### src/rtl/frame_scheduler_pkg.sv
// Shared game package: frame phase encoding and scheduler constants.
// Used by the scheduler, render and debug logic.
package frame_scheduler_pkg;

    typedef enum logic [2:0] {
        IDLE      = 3'd0,
        WAIT_TICK = 3'd1,
        MOVE      = 3'd2,
        COLLIDE   = 3'd3,
        SCROLL    = 3'd4,
        RENDER    = 3'd5,
        OVER      = 3'd6
    } phase_t;

    localparam logic [7:0] OVERRUN_MAX = 8'd255;

    function automatic logic isRunning(input phase_t p);
        return (p >= WAIT_TICK) && (p <= RENDER);
    endfunction

endpackage

### src/rtl/frame_scheduler_tick_divider.sv
// Physics tick divider: pulses tick once every TICK_DIV enabled cycles.
// Counter holds while enable is low.
module tick_divider #(
    parameter int TICK_DIV = 1
) (
    input  logic clk,
    input  logic reset,
    input  logic enable,
    output logic tick
);

    logic [15:0] count;

    assign tick = enable && (count == 16'(TICK_DIV - 1));

    // Count while enabled, wrapping to zero on the tick cycle.
    always_ff @(posedge clk) begin
        if (reset) begin
            count <= '0;
        end else if (enable) begin
            count <= tick ? '0 : count + 16'd1;
        end
    end

endmodule

### src/rtl/frame_scheduler.sv
// Game frame scheduler: sequences move/collide/scroll/render per tick.
// Optional phase watchdog enabled by defining FRAME_SCHED_WDOG_EN.
module frame_scheduler
    import frame_scheduler_pkg::*;
#(
    parameter int TICK_DIV    = 1,
    parameter int WDOG_CYCLES = 64
) (
    input  logic        clk,
    input  logic        reset,
    input  logic        start,
    input  logic        pause,
    input  logic        move_done,
    input  logic        coll_done,
    input  logic        coll_hit,
    input  logic [31:0] doodle_y,
    input  logic [31:0] min_y,
    input  logic        min_y_crossed,
    input  logic        scroll_done,
    input  logic        render_done,
    output logic        move_go,
    output logic        coll_go,
    output logic        scroll_go,
    output logic        render_go,
    output logic        running,
    output logic        game_over,
    output logic [2:0]  phase,
    output logic [7:0]  overrun_cnt,
    output logic        wdog_err
);

    phase_t     state;
    phase_t     nextState;
    logic [3:0] goReg;
    logic [3:0] goNext;
    logic       tick;
    logic       doneAcc;
    logic       restart;
    logic       wdogFire;

    // Divider is held cleared whenever the game is not running.
    tick_divider #(
        .TICK_DIV(TICK_DIV)
    ) uTick (
        .clk   (clk),
        .reset (reset || !running),
        .enable(running),
        .tick  (tick)
    );

    assign move_go   = goReg[0];
    assign coll_go   = goReg[1];
    assign scroll_go = goReg[2];
    assign render_go = goReg[3];
    assign phase     = state;
    assign restart   = ((state == IDLE) || (state == OVER)) && start;

    // Accept a done only after the go cycle of the current phase.
    always_comb begin
        doneAcc = 1'b0;
        unique case (state)
            MOVE:    doneAcc = move_done && !move_go;
            COLLIDE: doneAcc = coll_done && !coll_go;
            SCROLL:  doneAcc = scroll_done && !scroll_go;
            RENDER:  doneAcc = render_done && !render_go;
            default: doneAcc = 1'b0;
        endcase
    end

`ifdef FRAME_SCHED_WDOG_EN
    logic [31:0] wdogCnt;
    logic        inPhase;
    logic        wdogErr;

    assign inPhase  = (state >= MOVE) && (state <= RENDER);
    assign wdogFire = inPhase && !doneAcc
                   && (wdogCnt == 32'(WDOG_CYCLES - 1));
    assign wdog_err = wdogErr;

    // Per-phase cycle counter and sticky timeout flag.
    always_ff @(posedge clk) begin
        if (reset) begin
            wdogCnt <= '0;
            wdogErr <= 1'b0;
        end else begin
            if (!inPhase || (nextState != state)) begin
                wdogCnt <= '0;
            end else begin
                wdogCnt <= wdogCnt + 32'd1;
            end
            if (restart) begin
                wdogErr <= 1'b0;
            end else if (wdogFire) begin
                wdogErr <= 1'b1;
            end
        end
    end
`else
    assign wdogFire = 1'b0;
    assign wdog_err = 1'b0;
`endif

    // State, go pulses and overrun counter registers.
    always_ff @(posedge clk) begin
        if (reset) begin
            state       <= IDLE;
            goReg       <= '0;
            overrun_cnt <= '0;
        end else begin
            state <= nextState;
            goReg <= goNext;
            if (restart) begin
                overrun_cnt <= '0;
            end else if (tick && (state != WAIT_TICK)
                         && (overrun_cnt != OVERRUN_MAX)) begin
                overrun_cnt <= overrun_cnt + 8'd1;
            end
        end
    end

    // Next phase from tick, done handshakes and watchdog.
    always_comb begin
        nextState = state;
        unique case (state)
            IDLE: begin
                if (start) nextState = WAIT_TICK;
            end
            WAIT_TICK: begin
                if (tick && !pause) nextState = MOVE;
            end
            MOVE: begin
                if (doneAcc) nextState = COLLIDE;
                else if (wdogFire) nextState = RENDER;
            end
            COLLIDE: begin
                if (doneAcc) begin
                    if (!coll_hit && (doodle_y < min_y)) nextState = OVER;
                    else if (min_y_crossed) nextState = SCROLL;
                    else nextState = RENDER;
                end else if (wdogFire) begin
                    nextState = RENDER;
                end
            end
            SCROLL: begin
                if (doneAcc || wdogFire) nextState = RENDER;
            end
            RENDER: begin
                if (doneAcc || wdogFire) nextState = WAIT_TICK;
            end
            OVER: begin
                if (start) nextState = WAIT_TICK;
            end
            default: nextState = IDLE;
        endcase
    end

    // Status outputs and go pulses for the phase being entered.
    always_comb begin
        running   = isRunning(state);
        game_over = (state == OVER);
        goNext    = '0;
        goNext[0] = (nextState == MOVE)    && (state != MOVE);
        goNext[1] = (nextState == COLLIDE) && (state != COLLIDE);
        goNext[2] = (nextState == SCROLL)  && (state != SCROLL);
        goNext[3] = (nextState == RENDER)  && (state != RENDER);
    end

endmodule
### config.mk
export PLATFORM = sky130hd
export DESIGN_NAME = frame_scheduler
export DESIGN_NICKNAME = d
export VERILOG_FILES = /design/src/rtl/frame_scheduler_pkg.sv /design/src/rtl/frame_scheduler_tick_divider.sv /design/src/rtl/frame_scheduler.sv
export SDC_FILE = /design/constraint.sdc
export NUM_CORES = 1
export LEC_CHECK = 0
export BUFFER_PORTS_ARGS = -buffer_cell sky130_fd_sc_hd__buf_2
export CORE_ASPECT_RATIO = 1.25
export CORE_MARGIN = 5
export CORE_UTILIZATION = 45
export CTS_BUF_LIST = sky130_fd_sc_hd__clkbuf_4 sky130_fd_sc_hd__clkbuf_8 sky130_fd_sc_hd__clkbuf_16
export CTS_CLUSTER_SIZE = 14
export DETAILED_ROUTE_END_ITERATION = 7
export GPL_ROUTABILITY_DRIVEN = 0
export PLACE_DENSITY = 0.86
export SYNTH_ARGS = -nofsm -noshare
export SYNTH_HDL_FRONTEND = slang
export SYNTH_SLANG_ARGS = --single-unit
### constraint.sdc
create_clock -name clk -period 2.05 [get_ports clk]
set_input_delay 0.205 -clock clk [delete_from_list [all_inputs] [get_ports clk]]
set_output_delay 0.205 -clock clk [all_outputs]
set_load 0.05 [all_outputs]
==> results.toml, run 1 <==
[die]
num_io_pins = 92
die_w_um = 74.8
start_util_pct = 46.4
die-area_um2 = 6800
die_y_um = 90.9
core_um2 = 5080
rows = 29

[final_layout]
fin_util_pct = 65.6
syn_to_final_growth_pct = 41.3
drive_gt1_share_pct = 37.5
nNetsFinal = 522
fin_area_um2 = 3330
nFillCells = 437
n_antenna_cell = 0

[detailed_routing]
wl_per_cell_um = 12.8
wl_um = 6090
ant_nets = 0
firstDrtPassIters = 4
drc = 0
vias_per_cell = 5.31
vias = 2520
first_iter_violations = 62

[grt]
overflow = 0
grt_usage_pct = 18.9
antenna_found_initial = 0
grt_max_degree = 17
grt_pass1_wl_um = 10600
grt_pass1_vias = 2555

[clock_tree]
h-tree-depth = 2
clk_latency_ps = 280
clockRootBuffer = "clkbuf_8"
tritoncts = "built"
cts_made_buffers = 5
cts_sinks = 31
cts_hold_buf = 0
clkSlewWorstSetupHoldPaths_ps = 60
clockBufferDepth = 2

[pwr]
power_w = 0.00154
power_density_nw_per_um2 = 463
leakage_nw = 1.64
ir_drop_mv = 0.275

[synthesis]
syn-cell-area_um2 = 2360
ys_seq_elements = 31
netlist_instances = 300
ys.flop_type = "dfxtp_1"
yosysWarnings = 0
synth_seq_area_share_pct = 26.3
synth_fp_nets = 408
synth.avg_cell_area_um2 = 7.86
synth.distinct_cells = 48
synth-edff-count = 0
synthArstFlopShare_pct = 0

[job]
cap_violations = 0

[placed_design]
placedInstanceArea_um2 = 3100
io_buffer_count = 90
dp_slack_ps = -304
dp_hpwl_um = 4990

[setup_path]
critPathKind = "in -> reg"
timing.rr.end = "goReg[2]$_SDFF_PP0_"
crit_required_ps = 2230
reg2reg_from = "uTick.count[1]$_SDFFE_PP0P_"
crit_arrival_ps = 2210
cp-startpoint = "min_y[26]"
ff2ff_path_depth = 8
critPathMaxFanout = 2
cp-start-kind = "primary input"
regToRegSetupSlack_ps = 160
cp-end-kind = "flip-flop"
cp-endpoint = "goReg[2]$_SDFF_PP0_"

[sta]
clock.fmax_ghz = 0.492
hold_violations = 0
tns_ps = 0
skew_ps = 4.79
finalCriticalPeriod_ps = 2030
setup_viol = 0
min_period_over_period_pct = 99.1
slew_violations = 0
postLayoutSetupSlackWorst_ps = 18.4
rsz0062_at_grt = "yes"

[worst_hold_path]
min_path_type = "in -> reg"

[status]
outcome = "finished clean"
[power by group]
part / internal (W) / switching [W]
Clock: 0.000239 / 0.000200
Sequential: 0.000613 / 0.0000140
Combinational: 0.000225 / 0.000253
Total: 0.00108 / 0.000467
[sequential cells by signal, summed over array words and instances, names as in the netlist]
register     count
goReg            4
phase            3
overrun_cnt      8
uTick.count     16
[logic make-up (layout without fill, tap and decap cells)]
family                   Yosys count  after routing  share of synthesized area (%)
adder cells (fa/ha/maj)           34             34                           18.0
multiplexers                       1              1                          0.424
other                              1              1                          0.159
buffers and inverters             45            158                           7.32
flip-flops                        31             31                           26.3
XOR/XNOR                          20             20                           7.43
AO/OA/AOI/OAI                     47             47                           13.1
AND/OR/NAND/NOR                  121            121                           27.2
[stage by stage]
step | std cells | hold slack (ps)
floorplan | 300 | 267
global placement | 464 | 454
detailed placement | 464 | 458
CTS | 471 | 160
global route | 475 | 169
finish | 475 | 171
[final cells by class]
cell class | instances | area (um^2) | share of cell area (%)
timing repair buffer | 114 | 633 | 19.0
clock buffer | 6 | 76.3 | 2.29
sequential | 31 | 632 | 19.0
multi-input combinational | 224 | 1750 | 52.4
inverter | 38 | 169 | 5.07
tap | 62 | 77.6 | 2.33
[cell usage after synthesis (all sizes together), types with 6 or more instances]
cell	count	area share, %
dfxtp	31	26
and3	11	2.9
o21ai	11	2.3
nand3	9	1.9
ha	34	18
inv	38	6.0
nand4	14	4.0
clkbuf	6	0.95
xor2	17	6.3
nor2	31	4.9
a21oi	16	3.4
nand2	21	3.3
nand2b	7	1.9
[how the worst min path moves through the flow]
stage	start	endpoint	slack (ps)	cells after the start
after floorplan	reset	phase[1]$_SDFF_PP0_	270	1
after global placement	reset	phase[0]$_SDFF_PP0_	450	2
after detailed placement	reset	phase[1]$_SDFF_PP0_	460	2
after CTS	reset	phase[1]$_SDFF_PP0_	160	2
after global routing	reset	phase[1]$_SDFF_PP0_	170	2
final	reset	phase[1]$_SDFF_PP0_	170	2
[cells in the final DEF (no fill, tap or decap), drive strengths merged, types with 2 or more instances in the layout]
| master | n |
|---|---|
| a21o | 2 |
| nand3 | 9 |
| buf | 114 |
| and4 | 3 |
| xor2 | 17 |
| o211ai | 2 |
| nand2b | 7 |
| dfxtp | 31 |
| xnor2 | 3 |
| nor3 | 4 |
| nand2 | 21 |
| a2111oi | 2 |
| o22ai | 3 |
| a21oi | 16 |
| or3 | 5 |
| nor4 | 4 |
| o21ai | 11 |
| and3 | 11 |
| nand3b | 4 |
| nor2 | 31 |
| clkbuf | 6 |
| nand4 | 14 |
| ha | 34 |
| inv | 37 |
[worst max-delay path, stage by stage]
cell	delay (ps)
buf_4	130
inv_12	30
ha_4	250
nand4_1	150
or4_4	550
or3_1	350
o22ai_1	160
o21ai_1	100
a2111oi_2	280
[repair_timing]
item                                    in CTS  in global routing
setup buffers                                1                  4
resized for setup                            4                 19
endpoints found under the setup margin       1                 11
pin swaps                                    0                  8
[per-layer routing]
metal  wire length (um)  GRT usage (%)
met5                  0              0
met4                 95           4.45
met3                452           6.63
met2               3250           33.7
met1               2300           20.9
No activity file was read; power rests on OpenSTA's default activity.
==> inputs of run 2 (changes only) <==
- CORE_UTILIZATION: 45 -> 46
- CTS_BUF_LIST: sky130_fd_sc_hd__clkbuf_4 sky130_fd_sc_hd__clkbuf_8 sky130_fd_sc_hd__clkbuf_16 -> sky130_fd_sc_hd__clkbuf_8
- SYNTH_HIERARCHICAL: default -> 1
==> results.toml, run 2 <==
[grt]
grt_max_degree = 17
overflow = 0
grt_pass1_vias = 2510
grt_usage_pct = 17.8
grt_pass1_wl_um = 9960
antenna_found_initial = 0

[die]
die-area_um2 = 6960
core_um2 = 5330
rows = 30
start_util_pct = 46.5
num_io_pins = 92
die_y_um = 92.1
die_w_um = 75.6

[final_layout]
final_cell_mix = "buf_2 (90), inv_1 (39), ha_1 (34)"
reg_top3 = "uTick/count (16), overrun_cnt (8), goReg (4)"
nFillCells = 446
n_antenna_cell = 0
seq_area_um2 = 629
regMostFlops = "uTick/count"
largest_reg_flops = 16
nNetsFinal = 519
drive_gt1_share_pct = 37.9
layout_commonest_cell = "buf_2"
multi_input_area_um2 = 1700
fin_area_um2 = 3320
syn_to_final_growth_pct = 34.2
stdcell_count = 476

[pwr]
pwr-share-clk_pct = 30.1
leakage_nw = 1.59
pwr-share-seq_pct = 35.8
ir_drop_mv = 0.240
p_sw_w = 0.000572
power_density_nw_per_um2 = 534
intPower_w = 0.00120
swShare_pct = 32.3
comb_power_share_pct = 34.1

[sta]
postLayoutSetupSlackWorst_ps = -2.16
min_period_over_period_pct = 100
slew_violations = 0
finalCriticalPeriod_ps = 2050
hold_violations = 0
skew_ps = 10.6
setup_viol = 1
clock.fmax_ghz = 0.487
rsz0062_at_grt = "yes"

[clock_tree]
tritoncts = "built"
cts_made_buffers = 5
h-tree-depth = 2
cts_sinks = 31
clockRootBuffer = "clkbuf_8"
clockBufferDepth = 2
cts_hold_buf = 0
clk_latency_ps = 290
clkSlewWorstSetupHoldPaths_ps = 70

[detailed_routing]
wl_per_cell_um = 12.6
highest_layer = "met4"
vias = 2444
wl_um = 5990
vias_per_cell = 5.13
met3_length_um = 555
met2WireLength_um = 3100
ant_nets = 0
drt-met1-wl_um = 2200
first_iter_violations = 39
firstDrtPassIters = 5
drc = 0

[status]
outcome = "finished, violations left"
violations = "negative setup slack"

[worst_hold_path]
min_path_type = "in -> reg"

[placed_design]
dp_hpwl_um = 4980
io_buffer_count = 90
numPlacedInstances = 463
placedInstanceArea_um2 = 3160

[setup_path]
crit_arrival_ps = 2250
critPathTopFamily = "simple AND/OR/NAND/NOR gates"
critPathKind = "reg -> reg"
cp-end-kind = "flip-flop"
critPathBufInv = 1
cp-start-kind = "flip-flop"
critPathMaxFanout = 4
worstPathCellList = "nor3_4 > a21oi_4 > nor4b_4 > nand4_1 > inv_1 > nor2b_4 > a211oi_1 > a211oi_2 > a21boi_2 > o41ai_2 > nor4b_2"
cp_slowest_cell = "dfxtp_4"
max_stage_delay_ps = 390
crit_required_ps = 2250

[synthesis]
synth.distinct_cells = 53
yosys.area.top_type = "dfxtp_1"
yosysWarnings = 6
synth.avg_cell_area_um2 = 8.46
syn-cell-area_um2 = 2480
synth_most_common_cell = "inv_1"
ys_seq_elements = 31
synth_fp_nets = 401
ys.flop_type = "dfxtp_1"
yosysTopAreaCellShare_pct = 25.1
synth-edff-count = 0
synth_area_leaders = "dfxtp_1 (25%), ha_1 (17%), inv_1 (5.9%), xnor2_1 (4.6%), nor2_1 (4.4%)"
synth_seq_area_share_pct = 25.1
netlist_instances = 293
synthArstFlopShare_pct = 0
synth_common_cells = "inv_1 (39), ha_1 (34), dfxtp_1 (31), nor2_1 (29), nand2_1 (18)"

[job]
cap_violations = 0
## run 2: cell count changes after synthesis, moves of 4 or more
| cell | previous run | this run |
|---|---|---|
| nor2b_1 | 1 | 6 |
| and3_1 | 11 | 1 |
| nand4_1 | 13 | 9 |
| nor4_2 | 0 | 4 |
| xor2_1 | 17 | 8 |
| clkbuf_1 | 6 | 0 |
| xnor2_1 | 3 | 13 |
| buf_6 | 0 | 4 |
| nor3_1 | 4 | 9 |
## run 2: path summary, 6_finish.rpt
check | startpoint | end | cells after the start | slack (ps)
max | phase[1]$_SDFF_PP0_ | goReg[2]$_SDFF_PP0_ | 11 | -2
max reg2reg | phase[1]$_SDFF_PP0_ | goReg[2]$_SDFF_PP0_ | 11 | -2
min | reset | phase[0]$_SDFF_PP0_ | 2 | 170
min reg2reg | overrun_cnt[5]$_SDFFE_PP0P_ | overrun_cnt[5]$_SDFFE_PP0P_ | 2 | 510
## run 2: area by class of cell
type | count | share of cell area, %
Inverter | 39 | 4.40
Timing Repair Buffer | 118 | 19.9
Clock inverter | 1 | 0.226
Tap cell | 64 | 2.41
Sequential cell | 31 | 18.9
Clock buffer | 7 | 2.90
Multi-Input combinational cell | 216 | 51.3
## run 2: logic make-up after synthesis
| group | synth area share, % |
|---|---|
| flip-flops | 25.1 |
| adder cells (fa/ha/maj) | 17.2 |
| other | 0.151 |
| XOR/XNOR | 7.42 |
| multiplexers | 0.404 |
| AND/OR/NAND/NOR | 25.6 |
| buffers and inverters | 8.64 |
| AO/OA/AOI/OAI | 15.6 |
## run 2: stage by stage
stage	power, W	hold WS (ps)	worst slack [ps]	util (%)	TNS, ps
global route	0.00188	163	-144	62.4	-448
floorplan	0.00104	269	-731	-	-7690
global placement	0.00119	459	2.50	59.2	0
finish	0.00177	173	-2.16	62.4	-2.16
detailed placement	0.00121	470	-94.5	59.2	-275
CTS	0.00178	157	-3.38	61.7	-3.38
## run 2: worst reg2reg max path, delay by kind of cell, from the launching register on
family,cells,cell delay [ps]
AO/OA/AOI/OAI,5,710
AND/OR/NAND/NOR,5,790
buffers and inverters,1,100
flip-flops,1,390
## run 2: power by group through the flow
stage	Sequential [W]	Combinational, W	Clock (W)
3_3_place_gp	0.000647	0.000546	0
5_1_grt	0.000636	0.000663	0.000578
2_1_floorplan	0.000692	0.000345	0
6_report	0.000635	0.000605	0.000535
4_1_cts	0.000634	0.000584	0.000558
3_5_place_dp	0.000648	0.000562	0
## run 2: metal layers
metal  vias to the layer above  global-route usage (%)
met3                        10                    5.15
met5                         -                       0
li1                       1258                       -
met2                        92                    31.4
met1                      1084                    18.7
met4                         0                    8.31
## run 2: repair_timing
item                                    4_1_cts  5_1_grt
setup buffers                                 2        3
endpoints found under the setup margin        3        6
gates resized for setup                       2        2
pin swaps                                     2        0
cloned                                        0        0
==> inputs of run 3 (changes only) <==
- PLACE_DENSITY: 0.86 -> 0.78
==> results.toml, run 3 (same netlist as run 2, synthesis figures left out) <==
[sta]
slew_violations = 0
min_period_over_period_pct = 112
tns_ps = -597
skew_ps = 7.76
clock.fmax_ghz = 0.434
hold_violations = 0
setup_viol = 3
rsz0062_at_grt = "yes"
postLayoutSetupSlackWorst_ps = -253
finalCriticalPeriod_ps = 2300

[final_layout]
drive_gt1_share_pct = 40.8
reg_top3 = "uTick/count (16), overrun_cnt (8), goReg (4)"
largest_reg_flops = 16
n_antenna_cell = 0
nNetsFinal = 519
regMostFlops = "uTick/count"
nFillCells = 443
syn_to_final_growth_pct = 37.7
layout_commonest_cell = "buf_2"
final_cell_mix = "buf_2 (90), inv_1 (37), ha_1 (33)"
fin_util_pct = 64.0

[worst_hold_path]
min_from = "reset"
min_path_cells = 2
min_path_type = "in -> reg"

[grt]
grt_pass1_vias = 2600
overflow = 0
grt_pass1_wl_um = 10200
grt_max_degree = 17
antenna_found_initial = 0
grt_usage_pct = 18.4

[setup_path]
cp-endpoint = "goReg[2]$_SDFF_PP0_"
timing.rr.end = "goReg[2]$_SDFF_PP0_"
ff2ff_path_depth = 11
cp-end-kind = "flip-flop"
critPathKind = "reg -> reg"
cp-startpoint = "uTick/count[1]$_SDFFE_PP0P_"
cp-start-kind = "flip-flop"
cp_slowest_cell = "dfxtp_2"
crit_required_ps = 2250
worstSetupPathDepth = 11
crit_arrival_ps = 2500
max_stage_delay_ps = 320
critPathBufInv = 2
worstPathCellList = "inv_2 > ha_4 > nor4b_4 > nand4_1 > inv_1 > nor2b_4 > a211oi_2 > a211oi_2 > a21boi_2 > o41ai_4 > nor4b_2"
critPathMaxFanout = 3
cpMostUsedCell = "a211oi_2"
reg2reg_from = "uTick/count[1]$_SDFFE_PP0P_"
regToRegSetupSlack_ps = -250
critPathTopFamily = "simple AND/OR/NAND/NOR gates"

[clock_tree]
clockBufferDepth = 2
h-tree-depth = 2
clkSlewWorstSetupHoldPaths_ps = 70
clk_latency_ps = 280
cts_sinks = 31
cts_hold_buf = 0
cts_made_buffers = 5
clockRootBuffer = "clkbuf_8"
tritoncts = "built"

[job]
cap_violations = 0

[pwr]
intPower_w = 0.00130
swShare_pct = 31.2
power_w = 0.00189
leakage_nw = 1.63
power_density_nw_per_um2 = 555
ir_drop_mv = 0.308
pwr-share-clk_pct = 33.1
p_sw_w = 0.000592
comb_power_share_pct = 33.4
pwr-share-seq_pct = 33.5

[detailed_routing]
vias_per_cell = 5.26
vias = 2502
wl_um = 6260
first_iter_violations = 86
wl_per_cell_um = 13.2
drc = 0
firstDrtPassIters = 4
ant_nets = 0

[die]
die_y_um = 92.1
die-area_um2 = 6960
rows = 30
start_util_pct = 46.5
core_um2 = 5330
num_io_pins = 92
die_w_um = 75.6

[status]
outcome = "finished, violations left"
violations = "negative setup slack"

[placed_design]
dp_hpwl_um = 4760
io_buffer_count = 90
-- run 3: power groups by stage --
stage               combinational [W]  sequential (W)  clock [W]
finish                       0.000633        0.000635   0.000627
global route                 0.000697        0.000636   0.000667
floorplan                    0.000345        0.000692          0
detailed placement           0.000562        0.000647          0
global placement             0.000548        0.000647          0
CTS                          0.000582        0.000633   0.000640
-- run 3: stage by stage --
| step | area, um^2 | cells | setup WS, ps | hold WS, ps |
|---|---|---|---|---|
| final | 3410 | 476 | -253 | 175 |
| after global routing | 3410 | 476 | -409 | 173 |
| after CTS | 3310 | 473 | -16.8 | 157 |
| after detailed placement | 3170 | 464 | -131 | 464 |
| after global placement | 3170 | 464 | -24.7 | 463 |
| after floorplan | 2530 | 293 | -731 | 269 |
-- run 3: area by class of cell --
class                      count  area, um^2  area share, %
timing repair buffer         118         664           19.5
clock buffer                   6        82.6           2.42
multi-input combinational    216        1770           52.0
inverter                      39         146           4.29
sequential                    31         631           18.5
clock inverter                 2        35.0           1.03
tap                           64        80.1           2.35
-- run 3: what timing repair did --
action / in CTS / in global routing
gates resized for setup: 3 / 17
pin swaps: 2 / 11
setup endpoints to repair: 3 / 14
setup buffers: 1 / 4
-- run 3: worst min-delay path by stage --
stage / end / slack (ps)
floorplan: phase[0]$_SDFF_PP0_ / 270
global placement: phase[0]$_SDFF_PP0_ / 460
detailed placement: phase[0]$_SDFF_PP0_ / 460
CTS: phase[0]$_SDFF_PP0_ / 160
global route: phase[0]$_SDFF_PP0_ / 170
finish: phase[0]$_SDFF_PP0_ / 170
-- run 3: routing by layer --
layer / GRT usage, % / vias to the layer above / part of all wire, %
li1: - / 1263 / -
met1: 18.6 / 1144 / 37
met2: 33.6 / 85 / 54
met3: 5.70 / 10 / 7.2
met4: 7.00 / 0 / 2.0
met5: 0 / - / 0
-- run 3: worst reg2reg max path: cells and delay by family (launching register included) --
kind                       cells  cell delay, ps
and+or+nand+nor                4             840
AOI/OAI and AO/OA              4             730
buffers and inverters          2             190
DFF                            1             320
adders and majority gates      1             140
